File: config.mk
export PLATFORM = sky130hd
export DESIGN_NAME = vga_scan_compositor
export DESIGN_NICKNAME = d
export VERILOG_FILES = /design/src/rtl/vga_scan_compositor.sv
export SDC_FILE = /design/constraint.sdc
export NUM_CORES = 1
export LEC_CHECK = 0
export CAP_MARGIN = 15
export CORE_MARGIN = 3
export CORE_UTILIZATION = 25
export DETAILED_ROUTE_END_ITERATION = 8
export SLEW_MARGIN = 25
export SYNTH_ARGS = -nofsm -noshare
export SYNTH_HDL_FRONTEND = slang
export SYNTH_SLANG_ARGS = --single-unit
File: constraint.sdc
create_clock -name clk -period 1.6 [get_ports clk]
set_input_delay 0.24 -clock clk [delete_from_list [all_inputs] [get_ports clk]]
set_output_delay 0.24 -clock clk [all_outputs]
set_load 0.02 [all_outputs]
File: src/rtl/vga_scan_compositor.sv
// rtl/vga_scan_compositor.sv - 640x480@60 VGA raster generator with sprite-over-background compositing
//
// Purpose: free-running h/v scan counters that drive x/y to the sprite renderers.
//          The renderer RGBA is composited over a background colour. RGB and the
//          syncs are then registered in one common stage, so pixel data and syncs
//          leave on the same clock edge.
// Optional feature: define VGA_TEST_PATTERN_EN to replace BG_RGB with eight
//          80-pixel vertical colour bars.
// Ports:
//   clk, rst_n          - single clock, asynchronous active-low reset
//   pix_en              - pixel strobe; all state advances only when high
//   x, y                - current scan position (h/v counters), to renderers
//   spr_r/g/b, spr_a    - renderer colour and opacity for the current x/y
//   vga_r/g/b           - registered colour to the DAC (zero outside visible area)
//   vga_hsync/vga_vsync - registered active-low syncs
//   vga_blank_n         - registered visible-area flag
//   frame_start         - one-clk pulse when the counters wrap to (0,0)
module vga_scan_compositor #(
    parameter int          H_VISIBLE = 640,
    parameter int          H_FP      = 16,
    parameter int          H_SYNC    = 96,
    parameter int          H_BP      = 48,
    parameter int          V_VISIBLE = 480,
    parameter int          V_FP      = 10,
    parameter int          V_SYNC    = 2,
    parameter int          V_BP      = 33,
    parameter logic [23:0] BG_RGB    = 24'h000010
) (
    input  logic       clk,
    input  logic       rst_n,
    input  logic       pix_en,
    output logic [9:0] x,
    output logic [9:0] y,
    input  logic [7:0] spr_r,
    input  logic [7:0] spr_g,
    input  logic [7:0] spr_b,
    input  logic       spr_a,
    output logic [7:0] vga_r,
    output logic [7:0] vga_g,
    output logic [7:0] vga_b,
    output logic       vga_hsync,
    output logic       vga_vsync,
    output logic       vga_blank_n,
    output logic       frame_start
);

    localparam logic [9:0] H_VIS  = 10'(H_VISIBLE);
    localparam logic [9:0] V_VIS  = 10'(V_VISIBLE);
    localparam logic [9:0] H_LAST = 10'(H_VISIBLE + H_FP + H_SYNC + H_BP - 1);
    localparam logic [9:0] V_LAST = 10'(V_VISIBLE + V_FP + V_SYNC + V_BP - 1);
    localparam logic [9:0] HS_BEG = 10'(H_VISIBLE + H_FP);
    localparam logic [9:0] HS_END = 10'(H_VISIBLE + H_FP + H_SYNC);
    localparam logic [9:0] VS_BEG = 10'(V_VISIBLE + V_FP);
    localparam logic [9:0] VS_END = 10'(V_VISIBLE + V_FP + V_SYNC);

    logic [9:0]  h_q, h_d, v_q, v_d;
    logic [23:0] rgb_q, rgb_d;
    logic        hs_q, hs_d, vs_q, vs_d, blank_n_q, blank_n_d, fs_q, fs_d;

    logic        h_last, v_last, vis, hs_n, vs_n;
    logic [23:0] bg_rgb, pix_rgb;

`ifdef VGA_TEST_PATTERN_EN
    // h[9:7] would give 128-px bars, so the 80-px bar index comes from comparators.
    always_comb begin
        bg_rgb = 24'h000000;
        if      (h_q < 10'd80)  bg_rgb = 24'hFFFFFF;
        else if (h_q < 10'd160) bg_rgb = 24'hFFFF00;
        else if (h_q < 10'd240) bg_rgb = 24'h00FFFF;
        else if (h_q < 10'd320) bg_rgb = 24'h00FF00;
        else if (h_q < 10'd400) bg_rgb = 24'hFF00FF;
        else if (h_q < 10'd480) bg_rgb = 24'hFF0000;
        else if (h_q < 10'd560) bg_rgb = 24'h0000FF;
        else                    bg_rgb = 24'h000000;
    end
`else
    assign bg_rgb = BG_RGB;
`endif

    always_comb begin
        h_last  = (h_q == H_LAST);
        v_last  = (v_q == V_LAST);
        vis     = (h_q < H_VIS) && (v_q < V_VIS);
        hs_n    = !((h_q >= HS_BEG) && (h_q < HS_END));
        vs_n    = !((v_q >= VS_BEG) && (v_q < VS_END));
        pix_rgb = vis ? (spr_a ? {spr_r, spr_g, spr_b} : bg_rgb) : 24'h0;

        h_d       = h_q;
        v_d       = v_q;
        rgb_d     = rgb_q;
        hs_d      = hs_q;
        vs_d      = vs_q;
        blank_n_d = blank_n_q;
        fs_d      = 1'b0;

        if (pix_en) begin
            h_d = h_last ? 10'd0 : h_q + 10'd1;
            if (h_last) begin
                v_d = v_last ? 10'd0 : v_q + 10'd1;
            end
            // Output stage samples the pixel at the pre-increment position,
            // giving data and syncs the same one-strobe latency behind x/y.
            rgb_d     = pix_rgb;
            hs_d      = hs_n;
            vs_d      = vs_n;
            blank_n_d = vis;
            fs_d      = h_last && v_last;
        end
    end

    always_ff @(posedge clk or negedge rst_n) begin
        if (!rst_n) begin
            h_q       <= 10'd0;
            v_q       <= 10'd0;
            rgb_q     <= 24'h0;
            hs_q      <= 1'b1;
            vs_q      <= 1'b1;
            blank_n_q <= 1'b0;
            fs_q      <= 1'b0;
        end else begin
            h_q       <= h_d;
            v_q       <= v_d;
            rgb_q     <= rgb_d;
            hs_q      <= hs_d;
            vs_q      <= vs_d;
            blank_n_q <= blank_n_d;
            fs_q      <= fs_d;
        end
    end

    assign x           = h_q;
    assign y           = v_q;
    assign vga_r       = rgb_q[23:16];
    assign vga_g       = rgb_q[15:8];
    assign vga_b       = rgb_q[7:0];
    assign vga_hsync   = hs_q;
    assign vga_vsync   = vs_q;
    assign vga_blank_n = blank_n_q;
    assign frame_start = fs_q;

endmodule

# Yosys cells after proc, flatten, opt, wreduce, memory -nomap -nowiden
# Cells that the tools add are included.
[word_totals]
out_inout_bits = 48
latch_bits = 0
inputBits = 28
n_memories = 0
reg_bits = 48
mem_bits_ro = 0
elab_cells = 29
ram_bits = 0
[classes]
mul = 0
bitwise = 0
add_sub_neg = 2
mux = 5
div_mod_pow = 0
n_lt_le_gt_ge = 6
shift = 0
n_reduce_logical = 7
n_eq_ne = 2
[ops]
columns = ["op", "n"]
rows = [
  ["2-to-1 mux 24 bit", 2],
  ["adder 10 x 1 -> 10 bit, second input constant", 2],
  ["equality test 10 bit, second input constant", 2],
  ["< comparator 10 bit, second input constant", 2],
  ["< comparator 10 x 9 -> 1 bit, second input constant", 2],
  ["2-to-1 mux 10 bit", 2],
  [">= comparator 10 bit, second input constant", 1],
  [">= comparator 10 x 9 -> 1 bit, second input constant", 1],
  ["logical AND 1 bit", 4],
  ["zero test 1 bit", 2],
  ["AND reduction 2 bit", 1],
  ["2-to-1 mux 1 bit", 1],
]

# Longest topological paths before layout
# Gate-level depths: netlist (run 1).
[logic_depth]
depth_word = 3
mapped_depth = 6
depth_no_buf = 6

# Worst setup path before layout (run 1)
# No wires, ideal clock.
[synth_timing]
path_kind = "register to register"
from = "register h_q[0], in the netlist x[0]"
to = "register v_q[6], in the netlist y[6]"
path_slack_ns = -0.077
path_stages_with_launch = 6
required_time_ns = 1.468
t_arrival_ns = 1.545
cell_sequence = "dfrtp_1 > ha_1 > and4b_2 > and4bb_4 > nand4_1 > xnor2_1"
[synth_via]
elab_chain_cells = 2
[synth_lines]
columns = ["item", "line", "rtl"]
rows = [
  ["from (decl)", "56", "logic [9:0] h_q, h_d, v_q, v_d;"],
  ["from (signal assigned)", "113", "h_q <= 10'd0;"],
  ["from (signal assigned)", "121", "h_q <= h_d;"],
  ["equality test 10 bit", "81", "h_last = (h_q == H_LAST);"],
  ["AND reduction 2 bit (no line)", "--", ""],
  ["to (signal assigned)", "122", "v_q <= v_d;"],
  ["to (decl)", "56", ""],
]
# Every way passes these cells.
# A chain may end at the register's enable or synchronous reset.

# Worst setup path in the final report (run 1)
[layout_timing]
from = "register rgb_q[18]"
to = "output vga_r[2]"
[layout_lines]
columns = ["item", "line", "rtl"]
rows = [
  ["from (decl)", "57", "logic [23:0] rgb_q, rgb_d;"],
  ["from (signal assigned)", "123", "rgb_q <= rgb_d;"],
  ["to (decl)", "38", "output logic [7:0] vga_r,"],
]
# No word-level cell between the ends.

==> results of run 1 <==
-- state kept, by name, summed over array words and instances (netlist names) --
register	cells
vga_vsync	1
y	10
vga_blank_n	1
rgb_q	24
frame_start	1
vga_hsync	1
x	10
-- layout by cell type (no fill, tap or decap), types with 4 or more instances in the layout --
cell type / instances
clkbuf_8: 6
xnor2_1: 6
clkdlybuf4s50_1: 52
nand3_1: 4
buf_4: 22
a22o_1: 24
nand4_1: 8
inv_1: 7
nor2_1: 6
nand2_1: 11
dlygate4sd2_1: 21
dfrtp_1: 44
and3_1: 4
o21ai_1: 6
-- final cells by class --
type | instances | area share [%]
tap | 105 | 3.94
sequential | 48 | 36.2
clock buffer | 6 | 2.48
timing repair buffer | 101 | 28.7
clock inverter | 2 | 1.16
inverter | 8 | 0.901
multi-input combinational | 119 | 26.6
-- stage by stage --
step	cells	hold slack (ns)	util [%]	worst slack (ns)	setup TNS [ns]
final	389	0.462	40.4	0.0674	0
after global routing	389	0.497	40.4	-0.0134	-0.0134
after CTS	389	0.463	40.1	0.00522	0
after detailed placement	379	0.241	38.7	-0.187	-3.87
after global placement	379	0.227	38.7	-0.160	-2.40
after floorplan	183	-0.0556	-	0.00841	0
-- how the worst min path moves through the flow --
stage | startpoint | endpoint | slack (ns) | depth (start not counted)
CTS | rst_n | rgb_q[20] | 0.46 | 2
finish | rst_n | vga_blank_n | 0.46 | 2
detailed placement | rst_n | vga_blank_n | 0.24 | 1
global placement | rst_n | rgb_q[13] | 0.23 | 1
global route | rst_n | vga_blank_n | 0.50 | 2
floorplan | rst_n | frame_start | -0.06 | 0
-- metal layers --
layer  vias up  global-route usage [%]
li1        878                       -
met1       865                    16.1
met2        45                    19.1
met3         8                    2.76
met4         0                    3.89
met5         -                       0
-- synth_stat cells, types with 3 or more instances --
cell type  instances  share of area (%)
xnor2_1            6                2.5
a22o_1            24                9.8
nand2_1           11                1.9
ha_1               4                2.3
buf_2              4               0.93
nand4_1            8                2.3
nor2_1             7                1.2
or3_1              3               0.88
dfrtp_1           46                 54
o21ai_0            3               0.70
nor2b_1            3               0.88
nand3_1            4               0.93
o21ai_1            6                1.4
a21oi_1            3               0.70
nor3_1             3               0.70
clkbuf_1           3               0.53
and2_1             3               0.88
and3_1             4                1.2
inv_1              7                1.2
-- timing repair --
action,CTS,global route
gates resized for setup,21,5
buffers inserted,1,0
hold buffers,1,0
setup endpoints to repair,24,7
endpoints found under the hold margin,17,0
pin swaps,1,4
-- kinds of logic (layout without fill, tap and decap cells) --
logic type | Yosys count | after routing | synth area share (%)
AND/OR/NAND/NOR | 60 | 60 | 18.0
AO/OA/AOI/OAI | 46 | 46 | 16.3
buffers and inverters | 16 | 117 | 3.39
XOR/XNOR | 8 | 8 | 3.27
multiplexers | 1 | 1 | 0.467
adder cells (fa/ha/maj) | 4 | 4 | 2.34
flip-flops | 48 | 48 | 56.2
-- report_power, final --
group | switching, mW | internal, mW
logic | 0.423 | 0.421
clock network | 0.426 | 0.512
registers | 0.107 | 1.33
==> metrics.csv, run 1 <==
stage;metric;value;unit
logic_synthesis;FFs w/ async S/R, synth;100;%
critical_path;WP data required;1.36;ns
min_path;Hold Path Class;in -> async;
logic_synthesis;Seq cells post-synth;48;
power_and_ir_drop;maximum vdd drop;371;uV
global_routing;largest net degree at the start of global routing;27;
die;Starting Density;25.9;%
clock_network;Clock Pin Slew Worst Setup and Hold Paths;0.09;ns
sta;Max-slew headroom;67.6;%
die;Die Y-Extent;98.6;um
power_and_ir_drop;Pleak;1.55;nW
critical_path;cell family with most CP delay;buffers and inverters;
cells_and_area;FILL cells;819;
cells_and_area;Reg area;0.00121;mm^2
clock_network;clk_lat worst skew;0.30;ns
sta;part of the cycle the worst path needs;95.8;%
placed_design;PortBufs;75;
route;First-pass DRT Iterations;4;
outcome;status;finished clean;
route;DR vias/cell;4.62;
sta;fin crit period;1.53;ns
critical_path;reg2reg setup slack;0.09;ns
sta;Final setup viols;0;
logic_synthesis;Syn Inst Count;183;
logic_synthesis;post-synthesis net count;215;
critical_path;CP max FO;2;
route;WL met3;199;um
placed_design;post-placement cell area;0.00320;mm^2
sta;Post-Route Skew;0.00702;ns
critical_path;Reg-to-Reg Start;y[1];
clock_network;H-tree Lvls;2;
critical_path;crit-path cells;clkdlybuf4s50_1;
clock_network;TritonCTS buffer count;5;
power_and_ir_drop;Tot Pwr;3.22;mW
clock_network;Sink Count;48;
clock_network;clock root buffer;clkbuf_8;
critical_path;CP Capture Type;output pin;
route;DR top layer;met4;
die;# rows;33;
critical_path;Bufs and invs on worst path;1;
critical_path;crit-path max cell delay;0.63;ns
placed_design;Final GP Congestion;0.783;
route;Final ANT Viol Nets;0;
route;via count;1796;
global_routing;GR Overflow Total;0;
critical_path;Setup crit start;rgb_q[18];
power_and_ir_drop;PD cells;965;mW/mm^2
sta;Hold Vio Cnt, Final;0;
logic_synthesis;Post-Syn Area;0.00214;mm^2
logic_synthesis;Synth Flop Type;dfrtp_1;
global_routing;first-pass GRT wire length;9.44;mm
logic_synthesis;post-synthesis area per instance;11.7;um^2
cells_and_area;area grow syn2layout;55.6;%
cells_and_area;area of the multi-input gates;887;um^2
cells_and_area;# nets final;315;
critical_path;CP endpoint;vga_r[2];
logic_synthesis;Yosys cell types;45;
global_routing;Tot GR Track Use;12.0;%
die;core area;0.00826;mm^2
global_routing;vias in the first global route;1834;
logic_synthesis;sequential area share after synthesis;56.2;%
route;final routed DRC violation total;0;
route;1st-iter DRT viols;92;
route;Routed WL;5.72;mm
route;Routed WL per cell;14.7;um
critical_path;cell depth of the worst setup path;1;
sta;Peak Freq;652;MHz
route;Met1 Wirelength;2.58;mm
cells_and_area;share of layout cells above drive strength 1;17.3;%
die;die width;98.6;um
critical_path;critical path class;reg -> out;
placed_design;post-DP HPWL;4.21;mm
cells_and_area;n_diodes;0;
critical_path;Worst Setup Start Kind;flip-flop;
die;Ports;76;
route;wire length on met2;2.83;mm
critical_path;crit path DAT;1.29;ns
sta;Worst-Margin Slew;0.487;ns
logic_synthesis;Ys Warns;0;
flow_run;max-cap check violation count;0;
critical_path;R2R depth;7;
critical_path;CP max-delay cell;clkdlybuf4s50_1;
clock_network;clock buffer depth;2;
sta;RSZ-0062 raised after global routing;yes;
clock_network;TritonCTS clock tree;done;
logic_synthesis;Post-synth EDFFs;0;
sta;final slew viol count;0;
global_routing;initial antenna violation count;0;
cells_and_area;Finished Cell Area;0.00333;mm^2
critical_path;r2r endpoint;y[2];
die;full die area;0.00972;mm^2
(Power assumes the default switching activity.)
==> run 2, diff against run 1 <==
- ABC_CLOCK_PERIOD_IN_PS: unset -> 1600
==> results of run 2 <==
No change in the layout: final DEF, timing and power equal those of run 1.
==> run 3, diff against run 2 <==
--- a/config.mk
+++ b/config.mk
@@ -11,4 +11,6 @@
 export CORE_UTILIZATION = 25
 export DETAILED_ROUTE_END_ITERATION = 8
+export DONT_BUFFER_PORTS = 1
+export PLACE_DENSITY = 0.41
 export SLEW_MARGIN = 25
 export SYNTH_ARGS = -nofsm -noshare
==> constraint.sdc (replaced) <==
create_clock -name clk -period 1.6 [get_ports clk]
set_input_delay 0.24 -clock clk [delete_from_list [all_inputs] [get_ports clk]]
set_output_delay 0.24 -clock clk [all_outputs]
set_load 0.01 [all_outputs]
==> metrics.csv, run 3 (synthesis gave the netlist of run 1 again) <==
stage;metric;value;unit;change
die;full die area;0.00972;mm^2;unchanged
global_routing;GR Util met2;18.2;%;-0.94 points
clock_network;TritonCTS buffer count;5;;unchanged
placed_design;PortBufs;0;;-100%
critical_path;crit-path cells;ha_1 > and4b_2 > and4bb_4 > nand4_1 > xnor2_1;;
global_routing;largest net degree at the start of global routing;49;;+81%
global_routing;first-pass GRT wire length;9.09;mm;-3.7%
cells_and_area;area of the multi-input gates;873;um^2;-1.6%
critical_path;critical path class;reg -> reg;;
critical_path;CP max FO;5;;+3
cells_and_area;most frequent cells in the layout;46 x dfrtp_1, 26 x buf_4, 24 x a22o_1;;
critical_path;crit path DAT;1.67;ns;+0.38 ns
sta;Worst-Margin Slew;0.352;ns;-0.135 ns
global_routing;Tot GR Track Use;11.7;%;-0.24 points
route;final routed DRC violation total;0;;unchanged
placed_design;Placed Cells;306;;-19%
clock_network;Clock Pin Slew Worst Setup and Hold Paths;0.09;ns;about the same
clock_network;clock buffer depth;2;;unchanged
global_routing;met1 Use GR;16.0;%;-0.073 points
power_and_ir_drop;Comb pwr share;18.6;%;-7.6 points
sta;Post-Route Skew;0.00784;ns;+0.000822 ns
route;Routed WL;5.66;mm;-0.93%
critical_path;cell family with most CP delay;simple AND/OR/NAND/NOR gates;;
outcome;status;finished clean;;
sta;Max-slew headroom;76.3;%;+8.8 points
route;Routed WL per cell;17.8;um;+21%
sta;part of the cycle the worst path needs;92.4;%;-3.4 points
global_routing;initial antenna violation count;0;;unchanged
cells_and_area;Reg with most FFs;rgb_q;;
flow_run;max-cap check violation count;0;;unchanged
critical_path;Worst Setup Start Kind;flip-flop;;
sta;fin crit period;1.48;ns;-0.0536 ns
cells_and_area;max reg flops;24;;unchanged
clock_network;clock root buffer;clkbuf_8;;
clock_network;Sink Count;48;;unchanged
cells_and_area;n_diodes;0;;unchanged
cells_and_area;share of layout cells above drive strength 1;21.1;%;+3.9 points
critical_path;CP max-delay cell;dfrtp_1;;
sta;RSZ-0062 raised after global routing;no;;
min_path;Hold Path Class;in -> reg;;
route;Final ANT Viol Nets;0;;unchanged
sta;Final setup viols;0;;unchanged
power_and_ir_drop;Clock Power Share;27.9;%;-1.3 points
power_and_ir_drop;Power Internal;1.91;mW;-15%
global_routing;GR Overflow Total;0;;unchanged
die;Die Y-Extent;98.6;um;unchanged
cells_and_area;Reg area;0.00120;mm^2;-0.21%
cells_and_area;most common cell after layout, fill and taps aside;dfrtp_1;;
cells_and_area;FILL cells;860;;+5.0%
cells_and_area;# nets final;244;;-23%
placed_design;Final GP Congestion;0.705;;-10%
global_routing;M3 GR Usage;3.26;%;+0.50 points
critical_path;crit-path max cell delay;0.36;ns;-0.27 ns
sta;worst hold margin;0.0335;ns;-0.429 ns
critical_path;WP data required;1.79;ns;+0.43 ns
power_and_ir_drop;PD cells;1050;mW/mm^2;+9.3%
critical_path;CP Capture Type;flip-flop;;
route;1st-iter DRT viols;53;;-42%
route;DR vias/cell;4.87;;+5.6%
clock_network;TritonCTS clock tree;done;;
sta;setup TNS;0;ns;unchanged
power_and_ir_drop;Flop pwr share;53.5;%;+8.9 points
placed_design;post-DP HPWL;4.04;mm;-3.9%
sta;Peak Freq;676;MHz;+3.6%
cells_and_area;area grow syn2layout;21.1;%;
sta;final slew viol count;0;;unchanged
route;First-pass DRT Iterations;4;;unchanged
power_and_ir_drop;Pleak;1.19;nW;-23%
die;die width;98.6;um;unchanged
power_and_ir_drop;Tot Pwr;2.74;mW;-15%
power_and_ir_drop;maximum vdd drop;297;uV;-20%
power_and_ir_drop;switching power total;0.824;mW;-14%
die;Ports;76;;unchanged
critical_path;Bufs and invs on worst path;0;;-1
sta;Hold Vio Cnt, Final;0;;unchanged
route;via count;1550;;-14%
global_routing;global route hottest layer;met2;;
clock_network;H-tree Lvls;2;;unchanged
die;# rows;33;;unchanged
die;Starting Density;25.9;%;unchanged
cells_and_area;fin cells;318;;-18%
global_routing;vias in the first global route;1567;;-15%
clock_network;clk_lat worst skew;0.30;ns;about the same
die;core area;0.00826;mm^2;unchanged
power_and_ir_drop;switch share;30.1;%;+0.40 points
==> run 3: layout make-up <==
type | count | area share (%)
clock buffers | 7 | 3.33
repair buffers | 30 | 10.1
well taps | 105 | 5.06
inverters | 8 | 1.16
multi-input cells | 119 | 33.7
flip-flops and latches | 48 | 46.4
clock inverters | 1 | 0.289
==> run 3: power by group through the flow <==
| stage | clock (mW) | sequential, mW | combinational (mW) |
|---|---|---|---|
| 2_1_floorplan | 0 | 1.50 | 0.253 |
| 3_3_place_gp | 0 | 1.49 | 0.470 |
| 3_5_place_dp | 0 | 1.49 | 0.478 |
| 4_1_cts | 0.805 | 1.47 | 0.516 |
| 5_1_grt | 0.853 | 1.48 | 0.566 |
| 6_report | 0.764 | 1.46 | 0.509 |
==> run 3: path summary, 6_finish.rpt <==
| kind | start | endpoint | slack [ns] | cells after the start |
|---|---|---|---|---|
| worst max-delay path | x[1] | y[6] | 0.12 | 5 |
| worst min-delay path | pix_en | vga_vsync | 0.03 | 1 |
| worst max register to register | x[1] | y[6] | 0.12 | 5 |
| worst min register to register | vga_hsync | vga_hsync | 0.52 | 2 |
| max in group asynchronous | rst_n | vga_hsync | 0.85 | 2 |
| min in group asynchronous | rst_n | rgb_q[18] | 0.47 | 2 |
==> run 3: per-layer routing <==
metal / up-vias / wire (um)
met4: 0 / 59
met1: 782 / 2550
met3: 5 / 303
met2: 34 / 2750
met5: - / 0
li1: 729 / -
==> run 3: stage by stage <==
step	utilization, %	setup slack, ns	instance area, um^2
finish	31.4	0.121	2590
global route	31.4	0.0454	2590
CTS	31.2	0.0440	2580
detailed placement	29.5	0.0385	2440
global placement	29.5	0.109	2440
floorplan	-	0.0128	2140
==> run 3: what timing repair did <==
| item | CTS | global route |
|---|---|---|
| buffers inserted | 0 | 1 |
| hold buffers | 3 | 0 |
| endpoints found under the hold margin | 49 | 0 |
| setup endpoints to repair | 0 | 3 |
| gates resized for setup | 0 | 1 |
